--- config.mk ---
export PLATFORM = sky130hd
export DESIGN_NAME = pipe_adder
export DESIGN_NICKNAME = d
export VERILOG_FILES = /design/src/rtl/pipe_adder.sv
export SDC_FILE = /design/constraint.sdc
export NUM_CORES = 1
export LEC_CHECK = 0
export ABC_CLOCK_PERIOD_IN_PS = 1500
export CORE_MARGIN = 8
export CORE_UTILIZATION = 35
export CTS_CLUSTER_DIAMETER = 120
export DETAILED_ROUTE_END_ITERATION = 12
export GPL_ROUTABILITY_DRIVEN = 0
export REMOVE_ABC_BUFFERS = 1
export SYNTH_ARGS = -nofsm -noshare
export SYNTH_HDL_FRONTEND = slang
export SYNTH_SLANG_ARGS = --single-unit
--- constraint.sdc ---
create_clock -name clk -period 1.5 [get_ports clk]
set_input_delay 0.3 -clock clk [delete_from_list [all_inputs] [get_ports clk]]
set_output_delay 0.3 -clock clk [all_outputs]
set_load 0.05 [all_outputs]
--- src/rtl/pipe_adder.sv ---
// Pipelined unsigned adder: WIDTH-bit carry chain split into STAGES chunks, one chunk per clock.
// Optional macro PIPE_ADDER_SAT_EN: the final stage saturates to all ones on carry-out.
module pipe_adder #(
   parameter int unsigned WIDTH  = 8,
   parameter int unsigned STAGES = 2
) (
   input  logic             clk,
   input  logic             rst_n,
   input  logic             in_valid,
   output logic             in_ready,
   input  logic [WIDTH-1:0] a,
   input  logic [WIDTH-1:0] b,
   input  logic             cin,
   output logic             out_valid,
   input  logic             out_ready,
   output logic [WIDTH:0]   sum
);

   localparam int unsigned CHUNK = WIDTH / STAGES;
   localparam int unsigned LAST  = STAGES - 1;

   logic en_c;

   if (WIDTH < 2 || STAGES == 0 || (WIDTH % STAGES) != 0) begin : g_bad_cfg
      $error("pipe_adder: WIDTH must be >= 2 and an exact multiple of STAGES");
   end

   for (genvar k = 0; k < STAGES; k++) begin : g_stage
      localparam int unsigned LO  = k * CHUNK;
      localparam int unsigned REM = WIDTH - LO - CHUNK;

      logic                  v_src;
      logic                  cy_src;
      logic [WIDTH-LO-1:0]   a_src;
      logic [WIDTH-LO-1:0]   b_src;
      logic [LO+CHUNK-1:0]   res_raw;
      logic [LO+CHUNK-1:0]   res_nxt;
      logic [CHUNK:0]        add_c;
      logic                  v_q;
      logic                  cy_q;
      logic [LO+CHUNK-1:0]   res_q;

      // Stage inputs: ports for stage 0, previous stage registers otherwise
      if (k == 0) begin : g_src
         assign v_src   = in_valid;
         assign cy_src  = cin;
         assign a_src   = a;
         assign b_src   = b;
         assign res_raw = add_c[CHUNK-1:0];
      end else begin : g_src
         assign v_src   = g_stage[k-1].v_q;
         assign cy_src  = g_stage[k-1].cy_q;
         assign a_src   = g_stage[k-1].g_ops.a_q;
         assign b_src   = g_stage[k-1].g_ops.b_q;
         assign res_raw = {add_c[CHUNK-1:0], g_stage[k-1].res_q};
      end

      assign add_c = {1'b0, a_src[CHUNK-1:0]} + {1'b0, b_src[CHUNK-1:0]}
                   + (CHUNK+1)'(cy_src);

`ifdef PIPE_ADDER_SAT_EN
      if (k == LAST) begin : g_res
         assign res_nxt = add_c[CHUNK] ? {(LO+CHUNK){1'b1}} : res_raw;
      end else begin : g_res
         assign res_nxt = res_raw;
      end
`else
      assign res_nxt = res_raw;
`endif

      always_ff @(posedge clk or negedge rst_n) begin
         if (!rst_n) begin
            v_q   <= 1'b0;
            cy_q  <= 1'b0;
            res_q <= '0;
         end else if (en_c) begin
            v_q   <= v_src;
            cy_q  <= add_c[CHUNK];
            res_q <= res_nxt;
         end
      end

      // Upper operand chunks still waiting for their stage
      if (REM > 0) begin : g_ops
         logic [REM-1:0] a_q;
         logic [REM-1:0] b_q;

         always_ff @(posedge clk or negedge rst_n) begin
            if (!rst_n) begin
               a_q <= '0;
               b_q <= '0;
            end else if (en_c) begin
               a_q <= a_src[WIDTH-LO-1:CHUNK];
               b_q <= b_src[WIDTH-LO-1:CHUNK];
            end
         end
      end
   end

   // Whole pipe advances in lockstep; only a full, unconsumed last stage stalls it
   assign en_c      = !g_stage[LAST].v_q || out_ready;
   assign in_ready  = en_c;
   assign out_valid = g_stage[LAST].v_q;
   assign sum       = {g_stage[LAST].cy_q, g_stage[LAST].res_q};

endmodule

Yosys cells after proc, flatten, opt, wreduce, memory -nomap -nowiden
Index checks and enable logic that the tools add are counted.

word-level totals
  bits in latches = 0
  flip-flop bits (word level) = 24
  bits of input ports = 21
  memory bits (read-only) = 0
  bits in writable memories = 0
  memories kept = 0
  logic and storage cells = 14
  output and inout port bits = 11

operators by class
  reduce and logical (&&, ||, !) cells = 2
  bitwise gates (word level) = 0
  div/mod/pow operators = 0
  shifts and indexed selects = 0
  add/subtract/negate cells = 4
  eq/ne operators = 0
  mux-type cells = 0
  magnitude comparators = 0
  multipliers = 0

operators with widths
  cell                count
  $add A4 B4 Y5       2
  $add A5 B1 Y5       2
  $logic_not A1 Y1    1
  $logic_or A1 B1 Y1  1

Logic depth before layout (Yosys ltp)
  word-level depth = 2
  gate-level depth with buffers = 6
  mapped depth without buffers = 6

Worst setup path before layout
No wires, ideal clock.

  path kind = register to register
  start = reg g_stage[0].cy_q
  end = reg g_stage[1].res_q[5]
  library setup time = 0.073 ns
  arrival = 1.400 ns
  buffers on the path = 0
  clock period less this slack = 1.473 ns
  path slack = 0.027 ns
  stages on the path, launching flop included = 5
  required time = 1.427 ns
  path through = dfrtp_1 -> fa_1 -> inv_1 -> fa_1 -> a21oi_2

between the ends
  longest elaborated chain between the ends = 1

ends and longest elaborated chain
  what                    RTL line  text
  from (decl)             40        logic cy_q;
  from (signal assigned)  78        cy_q <= add_c[CHUNK];
  $add A5 B1 Y5           59        + (CHUNK+1)'(cy_src);
  to (signal assigned)    79        res_q <= res_nxt;
  to (decl)               41        logic [LO+CHUNK-1:0] res_q;

Every way passes these cells.
A chain may end at the register's enable or synchronous reset.

Final worst setup path
  start = reg g_stage[0].g_ops.b_q[0]
  end = reg g_stage[1].res_q[5]

between the ends
  longest elaborated chain between the ends = 2

ends and longest elaborated chain
  what                    RTL line  text
  from (decl)             86        logic [REM-1:0] b_q;
  from (signal assigned)  94        b_q <= b_src[WIDTH-LO-1:CHUNK];
  $add A4 B4 Y5           58        assign add_c = {1'b0, a_src[CHUNK-1:0]} + {1'b0, b_src[CHUNK-1:0]}
  $add A5 B1 Y5           59

Every way passes these cells.

==> qor.yml <==
antenna_found_initial: 0
die-area_mm2: 0.00556
grt_use_total_pct: 9.63
worstPathCellList: "fa_2, inv_2, fa_2, a21oi_2"
yosys_warnings: 0
slowest_stage: "fa_2"
status: "finished, final reports clean"
ys_seq_elements: 24
nets: 191
synth_mux_area_share_pct: 0
syn_avg_cell_area_um2: 9.76
drtIter0Drc: 95
grt_pass1_vias: 977
synth-compound-area-share_pct: 9.80
netlist_area_mm2: 0.00120
synth-xor-area-share_pct: 1.46
num_rows: 21
hold_slack_ps: 316
dp.cells: 200
globalRouteOverflowTotal: 0
final_area_mm2: 0.00172
clock_skew_ps: 10.1
setup_viol: 0
final_common_cell: "nand2_1"
grt_max_degree: 25
clk_latency_ps: 320
maxSlewViolCount: 0
fin_tns_setup_ps: 0
synth_cell_types: 19
cts.reportedPaths.clkPinSlew_ps: 130
synth_top_family_by_area: "simple AND/OR/NAND/NOR gates"
rsz0062_at_grt: "yes"
yosysSeqAreaShare_pct: 50.1
stdcell_count: 205
slew_headroom_pct: 80.0
hpwl_um: 1920
clock-sinks: 24
cap_violations: 0
cpPeakStageDelay_ps: 430
hold_path_class: "input port to async pin"
p_total_mw: 2.41
yosys.area_share.simple_pct: 18.7
synth-adder-area-share_pct: 12.9
critPathKind: "flip-flop to flip-flop"
io_pins: 32
path_delay_family: "adder cells"
syn2layout_area_growth_pct: 43.7
netlist_instances: 123
cts_buffers: 3
h-tree-depth: 1
grt_pass1_wl_um: 4170
final_util_pct: 52.1
endpoint_kind: "flip-flop"
clock.fmax_mhz: 675
ant_nets: 0
drive_gt1_share_pct: 23.9
diodes: 0
period_share_pct: 98.7
dpl_cell_area_mm2: 0.00165
dp_slack_ps: -390
ir_worst_vdd_v: 0.000391
final_cell_mix: "nand2_1, dfrtp_1, clkdlybuf4s50_1"
worst_slew_pin_slew_ps: 299
hold_viol: 0
crit_path_start_kind: "flip-flop"
die_h_um: 74.6
clk_root_buffer_cell: "clkbuf_4"
vias_per_cell: 4.42
crit_top_cell: "fa_2"
crit_buf_inv: 1
first_pass_iters: 2
path_depth: 4
core_area_mm2: 0.00331
cp.required_ps: 1770
cts_max_path_buffers: 2
power_density_mw_per_mm2: 1400
worstPathArrival_ps: 1750
fin_crit_ps: 1480
io_buffers: 31
reg2reg_depth: 4
vias: 907
start_util_pct: 36.2
wl_per_cell_um: 11.7
critPathMaxFanout: 2
layout_setup_ws_ps: 19.1
leakagePower_nw: 0.851
drcViolationCount: 0
die_width_um: 74.6
cts_tree: "yes"
finalWirelength_um: 2410
## worst paths after layout
check                           slack [ps]                    start                       to
worst min-delay path                   320                    rst_n  g_stage[0].g_ops.b_q[1]
min in group clk                       430                     b[0]      g_stage[0].res_q[0]
max in group asynchronous              940                    rst_n      g_stage[1].res_q[1]
worst max register to register          20  g_stage[0].g_ops.b_q[0]      g_stage[1].res_q[5]
worst max-delay path                    20  g_stage[0].g_ops.b_q[0]      g_stage[1].res_q[5]
worst min register to register         470           g_stage[0].v_q           g_stage[0].v_q
## cells in the mapped netlist
cell type	instances	area, um^2
nand2_1	45	169
dfrtp_1	24	601
inv_1	8	30.0
ha_1	6	75.1
nor2_1	6	22.5
o21ai_0	6	30.0
a21oi_2	4	35.0
fa_1	4	80.1
buf_6	3	33.8
a21o_1	2	15.0
a21oi_1	2	10.0
buf_4	2	15.0
nor2b_1	2	12.5
o21ai_1	2	10.0
o21ai_2	2	17.5
xor2_1	2	17.5
inv_4	1	6.26
nand2b_1	1	6.26
nor2b_4	1	13.8
## power breakdown
part	internal (mW)	switching (mW)
Combinational	0.558	0.587
Clock	0.148	0.192
Sequential	0.793	0.135
## routing by layer
metal	wire length (um)	GRT usage, %
met1	1050	11.0
met5	0	0
met4	42	5.22
met2	1200	16.3
met3	123	2.16
## worst register-to-register path, stage by stage, from the launching register on
cell	delay, ps
dfrtp_1	420
fa_2	400
inv_2	60
fa_2	430
a21oi_2	120
## final cells by class
cell class	count	area (um^2)
clock buffer	4	36.3
multi-input combinational	85	533
sequential	24	601
fill	327	1590
inverter	9	36.3
tap	46	57.6
timing repair buffer	37	460
## sequential cells by signal (all words and copies together) (netlist names)
name	count
g_stage.v_q	1
g_stage.g_ops.a_q	4
out_valid	1
g_stage.res_q	12
g_stage.g_ops.b_q	4
g_stage.cy_q	2
## what timing repair did
action                                 4_1_cts  5_1_grt
endpoints found under the hold margin        0        0
resized for setup                            6       11
hold buffers                                 0        0
buffers inserted                             1        0
setup endpoints to repair                    7        6
pin swaps                                    2        7
## kinds of logic (layout without fill, tap and decap cells)
logic type | Yosys count | count (layout)
AO/OA/AOI/OAI | 18 | 18
XOR/XNOR | 2 | 2
adder cells (fa/ha/maj) | 10 | 10
buffers and inverters | 14 | 50
flip-flops | 24 | 24
AND/OR/NAND/NOR | 55 | 55
Note: power is estimated with default switching activity, not from simulation.
